==> config.mk <==
export PLATFORM = sky130hd
export DESIGN_NAME = mul4_acc_ctrl_flat
export DESIGN_NICKNAME = d
export VERILOG_FILES = /design/src/rtl/fica_pkg.sv /design/src/rtl/mul4_acc_ctrl_if.sv /design/src/rtl/fica_acc_lane.sv /design/src/rtl/mul4_acc_ctrl.sv /design/src/flat_wrapper.sv
export SDC_FILE = /design/constraint.sdc
export NUM_CORES = 2
export LEC_CHECK = 0
export CAP_MARGIN = 10
export CORE_AREA = 2 2 489 491
export DETAILED_ROUTE_END_ITERATION = 16
export DIE_AREA = 0 0 491 493
export SETUP_SLACK_MARGIN = 0.2
export SYNTH_ARGS = -nofsm -noshare
export SYNTH_HDL_FRONTEND = slang
export SYNTH_SLANG_ARGS = --single-unit
==> constraint.sdc <==
create_clock -name clk_ctrl -period 7.21 [get_ports clk_ctrl]
set_input_delay 0.721 -clock clk_ctrl [delete_from_list [all_inputs] [get_ports clk_ctrl]]
set_output_delay 0.721 -clock clk_ctrl [all_outputs]
set_load 0.02 [all_outputs]
==> src/rtl/fica_pkg.sv <==
// fica_pkg: shared widths, FSM states and saturation helper for the FastICA expectation step.
package fica_pkg;
    localparam int DW = 26;
    localparam int NSAMP_LOG2 = 10;
    localparam int ACCW = DW + NSAMP_LOG2;
    localparam int LANES = 16;
    typedef enum logic [1:0] {IDLE, FETCH, DRAIN, DONE} state_e;
    function automatic logic [DW-1:0] sat_dw(input logic signed [DW+2:0] x);
        return x > $signed({4'b0000, {(DW-1){1'b1}}}) ? {1'b0, {(DW-1){1'b1}}} :
               x < $signed({4'b1111, {(DW-1){1'b0}}}) ? {1'b1, {(DW-1){1'b0}}} : x[DW-1:0];
    endfunction
endpackage

==> src/rtl/mul4_acc_ctrl_if.sv <==
// mul4_acc_ctrl_if: control, sample-RAM and MUL4 lane bus of the expectation sequencer.
interface mul4_acc_ctrl_if #(parameter int DW = fica_pkg::DW, parameter int NSAMP_LOG2 = fica_pkg::NSAMP_LOG2);
    logic                    start;
    logic                    busy;
    logic                    done;
    logic                    samp_rd;
    logic [NSAMP_LOG2-1:0]   samp_addr;
    logic                    en_mul;
    logic [16*DW-1:0]        mul_o;
    logic [16*DW-1:0]        w_in;
    logic [16*DW-1:0]        mean_o;
    modport master (output start, mul_o, w_in, input busy, done, samp_rd, samp_addr, en_mul, mean_o);
    modport slave  (input start, mul_o, w_in, output busy, done, samp_rd, samp_addr, en_mul, mean_o);
endinterface

==> src/rtl/fica_acc_lane.sv <==
// fica_acc_lane: one accumulator lane with mean shift; FICA_W_UPDATE_EN adds mean-3w with saturation.
module fica_acc_lane #(
    parameter int DW = fica_pkg::DW,
    parameter int NSAMP_LOG2 = fica_pkg::NSAMP_LOG2,
    parameter int ACCW = DW + NSAMP_LOG2
) (
    input  logic          clk,
    input  logic          rst,
    input  logic          clr_i,
    input  logic          acc_en_i,
    input  logic          ld_i,
    input  logic [DW-1:0] mul_i,
`ifdef FICA_W_UPDATE_EN
    input  logic [DW-1:0] w_i,
`endif
    output logic [DW-1:0] mean_o
);
    logic signed [ACCW-1:0] acc_q, acc_d, sh;
    logic [DW-1:0] mean, res, mean_q;
    always_comb begin
        acc_d = clr_i ? '0 : acc_en_i ? acc_q + {{NSAMP_LOG2{mul_i[DW-1]}}, mul_i} : acc_q;
        sh = acc_d >>> NSAMP_LOG2;
        mean = sh[DW-1:0];
    end
`ifdef FICA_W_UPDATE_EN
    logic signed [DW+1:0] w3;
    logic signed [DW+2:0] diff;
    always_comb begin
        w3 = ({{2{w_i[DW-1]}}, w_i} << 1) + {{2{w_i[DW-1]}}, w_i};
        diff = {{3{mean[DW-1]}}, mean} - {w3[DW+1], w3};
        res = fica_pkg::sat_dw(diff);
    end
`else
    assign res = mean;
`endif
    // The mean is captured from the final accumulator value on the edge entering DONE.
    always_ff @(posedge clk) begin
        if (rst) begin
            acc_q <= '0;
            mean_q <= '0;
        end else begin
            acc_q <= acc_d;
            mean_q <= ld_i ? res : mean_q;
        end
    end
    assign mean_o = mean_q;
endmodule

==> src/rtl/mul4_acc_ctrl.sv <==
// mul4_acc_ctrl: sequences one FastICA expectation pass over N samples into 16 lane means (FICA_W_UPDATE_EN optional).
module mul4_acc_ctrl #(
    parameter int DW = fica_pkg::DW,
    parameter int NSAMP_LOG2 = fica_pkg::NSAMP_LOG2,
    parameter int ACCW = DW + NSAMP_LOG2
) (
    input logic clk_ctrl,
    input logic rst_ctrl,
    mul4_acc_ctrl_if.slave bus
);
    fica_pkg::state_e state_q, state_d;
    logic [NSAMP_LOG2-1:0] addr_q, addr_d;
    logic drn_q, drn_d, rd_d1_q, rd_d2_q, samp_rd, ld;
    logic [16*DW-1:0] mean_w;
    always_ff @(posedge clk_ctrl) begin
        if (rst_ctrl) begin
            state_q <= fica_pkg::IDLE;
            addr_q <= '0;
            drn_q <= 1'b0;
            rd_d1_q <= 1'b0;
            rd_d2_q <= 1'b0;
        end else begin
            state_q <= state_d;
            addr_q <= addr_d;
            drn_q <= drn_d;
            rd_d1_q <= samp_rd;
            rd_d2_q <= rd_d1_q;
        end
    end
    always_comb begin
        state_d = state_q;
        unique case (state_q)
            fica_pkg::IDLE:  state_d = bus.start ? fica_pkg::FETCH : fica_pkg::IDLE;
            fica_pkg::FETCH: state_d = &addr_q ? fica_pkg::DRAIN : fica_pkg::FETCH;
            fica_pkg::DRAIN: state_d = drn_q ? fica_pkg::DONE : fica_pkg::DRAIN;
            default:         state_d = fica_pkg::IDLE;
        endcase
        addr_d = state_q == fica_pkg::FETCH ? addr_q + 1'b1 : '0;
        drn_d = state_q == fica_pkg::DRAIN ? ~drn_q : 1'b0;
    end
    always_comb begin
        samp_rd = state_q == fica_pkg::FETCH;
        ld = state_q == fica_pkg::DRAIN && drn_q;
        bus.busy = state_q == fica_pkg::FETCH || state_q == fica_pkg::DRAIN;
        bus.done = state_q == fica_pkg::DONE;
    end
    assign bus.samp_rd = samp_rd;
    assign bus.samp_addr = addr_q;
    assign bus.en_mul = rd_d1_q;
    assign bus.mean_o = mean_w;
    for (genvar j = 0; j < fica_pkg::LANES; j++) begin : g_lane
        fica_acc_lane #(.DW(DW), .NSAMP_LOG2(NSAMP_LOG2), .ACCW(ACCW)) u_lane (
            .clk(clk_ctrl),
            .rst(rst_ctrl),
            .clr_i(state_q == fica_pkg::IDLE),
            .acc_en_i(rd_d2_q),
            .ld_i(ld),
            .mul_i(bus.mul_o[j*DW +: DW]),
`ifdef FICA_W_UPDATE_EN
            .w_i(bus.w_in[j*DW +: DW]),
`endif
            .mean_o(mean_w[j*DW +: DW])
        );
    end
endmodule

==> src/flat_wrapper.sv <==
// flat-port wrapper written by rule: the top's interface ports become plain ports
module mul4_acc_ctrl_flat 
#(
    parameter int DW = fica_pkg::DW,
    parameter int NSAMP_LOG2 = fica_pkg::NSAMP_LOG2,
    parameter int ACCW = DW + NSAMP_LOG2
)
  (clk_ctrl, rst_ctrl, bus_start, bus_mul_o, bus_w_in, bus_busy, bus_done, bus_samp_rd, bus_samp_addr, bus_en_mul, bus_mean_o);
  mul4_acc_ctrl_if #(.DW(DW), .NSAMP_LOG2(NSAMP_LOG2)) bus_i ();
  input logic clk_ctrl;
  input logic rst_ctrl;
  input wire logic [$bits(bus_i.start)-1:0] bus_start;
  input wire logic [$bits(bus_i.mul_o)-1:0] bus_mul_o;
  input wire logic [$bits(bus_i.w_in)-1:0] bus_w_in;
  output wire logic [$bits(bus_i.busy)-1:0] bus_busy;
  output wire logic [$bits(bus_i.done)-1:0] bus_done;
  output wire logic [$bits(bus_i.samp_rd)-1:0] bus_samp_rd;
  output wire logic [$bits(bus_i.samp_addr)-1:0] bus_samp_addr;
  output wire logic [$bits(bus_i.en_mul)-1:0] bus_en_mul;
  output wire logic [$bits(bus_i.mean_o)-1:0] bus_mean_o;
  assign bus_i.start = bus_start;
  assign bus_i.mul_o = bus_mul_o;
  assign bus_i.w_in = bus_w_in;
  assign bus_busy = bus_i.busy;
  assign bus_done = bus_i.done;
  assign bus_samp_rd = bus_i.samp_rd;
  assign bus_samp_addr = bus_i.samp_addr;
  assign bus_en_mul = bus_i.en_mul;
  assign bus_mean_o = bus_i.mean_o;
  mul4_acc_ctrl #(.DW(DW), .NSAMP_LOG2(NSAMP_LOG2), .ACCW(ACCW)) u_core (.clk_ctrl(clk_ctrl), .rst_ctrl(rst_ctrl), .bus(bus_i));
endmodule
==> out/metrics.csv <==
metric,value,unit
status,finished clean,
share of the synthesized area in the top cell type,32.3,%
register area,0.0202,sq mm
Clock Tree Buf Depth,3,
CTS tree,built,
number of library cell types mapped by synthesis,97,
"CP delay by family, top",compound AO/OA/AOI/OAI gates,
Rel. slew slack,23.7,%
Crit path largest cell delay,0.91,ns
Post-Synthesis Cells,7572,
yosys warns,0,
sequential fraction of the synthesis area,32.3,%
grt total ovfl,0,
TNS Setup,0,ns
worst slew pin tran,1.14,ns
endpoints failing setup,0,
depth of the worst hold-timing path,2,
most instantiated cells after synthesis,"dfxtp_1, nor2_1, a21oi_1, nand2_1, ha_1",
Pwr per Cell Area,182,mW/mm^2
share of synthesized registers carrying an async set or reset,0,%
syn nets,8988,
worst path bufs/invs,3,
drt via density,5.07,
Starting Density,26.3,%
root buffer cell,clkbuf_16,
Rows,179,
number of global-route vias before repair,56400,
worst hold path class,primary input to flop,
syn_area_per_cell,8.24,sq um
Setup Buffers After CTS,0,
initial antenna violation count,62,
Critical Path RT,7.91,ns
Resized cells post-CTS,0,
#FFs+latches synth,1007,
Die ar.,0.242,sq mm
H-tree depth,4,
max-cap viol count,0,
fill cell count,24700,
DRC,0,
CP cell instances,clkdlybuf4s50_1 > ha_1 > inv_1 > fa_1 > nor2b_1 > o31a_1 > o31ai_1 > a21o_1 > a2111oi_0 > buf_4 > o2111ai_1 > a211o_1 > o21ai_0 > xor2_1 > mux2i_1 > nor2_1,
Pins Over Slew Limit,0,
hold path start,rst_ctrl,
mapped cell area,0.0624,sq mm
crit-path max FO,4,
drt pass-1 iters,5,
# IOs,1265,
Clock Sinks,1007,
min Tclk post-route,4.27,ns
Max Freq,0.234,GHz
initial DRC count,3560,
total number of vias,58400,
gpl congestion,0.932,
CP startpoint kind,primary input,
pre-CTS WS,2.23,ns
Reg2Reg Capture Point,u_core.g_lane[2].u_lane.acc_q[34]$_SDFF_PP0_,
worst-skew pair later-pin latency,0.81,ns
"Top FF cell, synth",dfxtp_1,
CP max-delay cell,a2111oi_0,
largest net degree at the start of global routing,165,
routed wire length,239000,microns
Post-synth EDFFs,0,
CP Class,primary input to flop,
Layout Utilization,33.2,%
hold path endpoint,u_core.g_lane[14].u_lane.mean_o[1]$_SDFFE_PP0P_,
Die H,493,microns
r2r setup slk,2.99,ns
RSZ-0062 raised after global routing,no,
nets@finish,9641,
mean routed wirelength per cell,20.8,microns
synth top area cells,"dfxtp_1, ha_1, nor2_1",
R2R cell count,15,
first-pass GRT wire length,354000,microns
area of the multi-input gates,0.0404,sq mm
port bufs,848,
TritonCTS Buffers,131,
hpwl dp,174000,microns
Worst-path clk slew,0.06,ns
period utilization,59.2,%
Die X,491,microns
Core ar.,0.237,sq mm
Overall Global Routing Usage,18.9,%
Pleak,0.0319,uW
most area-hungry cell type in the Yosys netlist,dfxtp_1,
post-cts hold buffer count,0,
worst r2r src,u_core.g_lane[2].u_lane.acc_q[0]$_SDFFE_PP0P_,
CP arrival,4.97,ns
Syn-to-layout area delta,26.2,%
VDD IR max,0.144,mV
ratio of cells with drive above 1 in the final layout,4.37,%
Final Skew,0.0464,ns
Detail Route Antenna Nets,0,
"count leader, synth",dfxtp_1,
final worst slack,2.94,ns
Final Hold Vio Count,0,
Crit. End Element,flop,
## per-layer routing
layer,GRT usage (%),routed length [microns],vias to the layer above
li1,-,-,28600
met1,23.5,104000,27800
met2,30.7,107000,1675
met3,4.89,16700,387
met4,8.73,11200,50
met5,0,343,-
## worst reg2reg max path, delay by kind of cell, from the launching register on
family	cells	cell delay [ns]
compound gates	7	2.28
fa+ha+maj	2	0.58
flops	1	0.33
buf+inv	2	0.32
simple gates	2	0.30
xor+xnor	1	0.23
mux	1	0.10
## kinds of logic (layout without fill, tap and decap cells)
group	after synthesis	in the layout	synth area share (%)
AOI/OAI and AO/OA	2352	2352	24.1
and+or+nand+nor	2308	2308	16.3
DFF	1007	1007	32.3
adders and majority gates	581	581	11.8
buffers and inverters	497	1251	3.11
xor gates and xnor gates	483	483	6.78
muxes	344	344	5.55
other	0	23	0
## sequential cells by signal, summed over array words and instances, names as in the netlist
signal and count:
u_core.drn_q 1, u_core.g_lane.u_lane.mean_o 416, u_core.state_q 2, u_core.bus.samp_addr 10, u_core.bus.en_mul 1, u_core.rd_d2_q 1
u_core.g_lane.u_lane.acc_q 576
## placed cells by master (no fill, tap or decap), types with 59 or more instances in the layout
cell type and count:
or3_1 59, o21bai_1 64, inv_1 123, a31oi_1 69, nand2b_1 74, xor2_1 174, nand2_1 615, a21oi_1 676
nor2_1 983, clkbuf_16 134, o21ai_0 527, a211oi_1 122, nor3_1 137, ha_1 564, nand3_1 124, clkdlybuf4s50_1 847
o21a_1 89, xnor2_1 309, dfxtp_1 1006, nor2b_1 92, a21o_1 378, mux2i_1 339
## metrics by stage
| stage | cell area [sq um] | total power, uW | hold WS, ns | cells |
|---|---|---|---|---|
| 6_report | 78700 | 14300 | 0.292 | 11500 |
| 5_1_grt | 78700 | 14900 | 0.295 | 11500 |
| 4_1_cts | 78700 | 14500 | 0.287 | 11500 |
| 3_5_place_dp | 73900 | 7170 | 0.441 | 11300 |
| 3_3_place_gp | 73900 | 7150 | 0.433 | 11300 |
| 2_1_floorplan | 62400 | 6600 | 0.413 | 7572 |
## layout make-up
type | instances | share of cell area (%)
diodes | 23 | 0.0731
well taps | 3167 | 5.03
flip-flops and latches | 1007 | 25.6
clock inverters | 67 | 1.30
inverters | 124 | 0.601
repair buffers | 893 | 11.3
multi-input cells | 6068 | 51.3
clock buffers | 167 | 4.76
## where the power goes
group | switching (uW) | leakage, uW | total, uW | internal (uW)
combinational | 841 | 0.0215 | 1450 | 607
sequential | 17.3 | 0.00811 | 5600 | 5590
clock | 2910 | 0.00233 | 7280 | 4370
total | 3770 | 0.0319 | 14300 | 10600
## how the worst max path moves through the flow
stage	start	endpoint	cells past startpoint
floorplan	bus_mul_o[156]	u_core.g_lane[6].u_lane.mean_o[18]$_SDFFE_PP0P_	14
global placement	bus_mul_o[52]	u_core.g_lane[2].u_lane.mean_o[20]$_SDFFE_PP0P_	16
detailed placement	bus_mul_o[52]	u_core.g_lane[2].u_lane.acc_q[34]$_SDFF_PP0_	16
CTS	u_core.g_lane[2].u_lane.acc_q[0]$_SDFFE_PP0P_	u_core.g_lane[2].u_lane.acc_q[34]$_SDFF_PP0_	15
global route	u_core.g_lane[2].u_lane.acc_q[0]$_SDFFE_PP0P_	u_core.g_lane[2].u_lane.acc_q[34]$_SDFF_PP0_	15
finish	bus_mul_o[52]	u_core.g_lane[2].u_lane.acc_q[34]$_SDFF_PP0_	16
No activity file was read; power rests on OpenSTA's default activity.
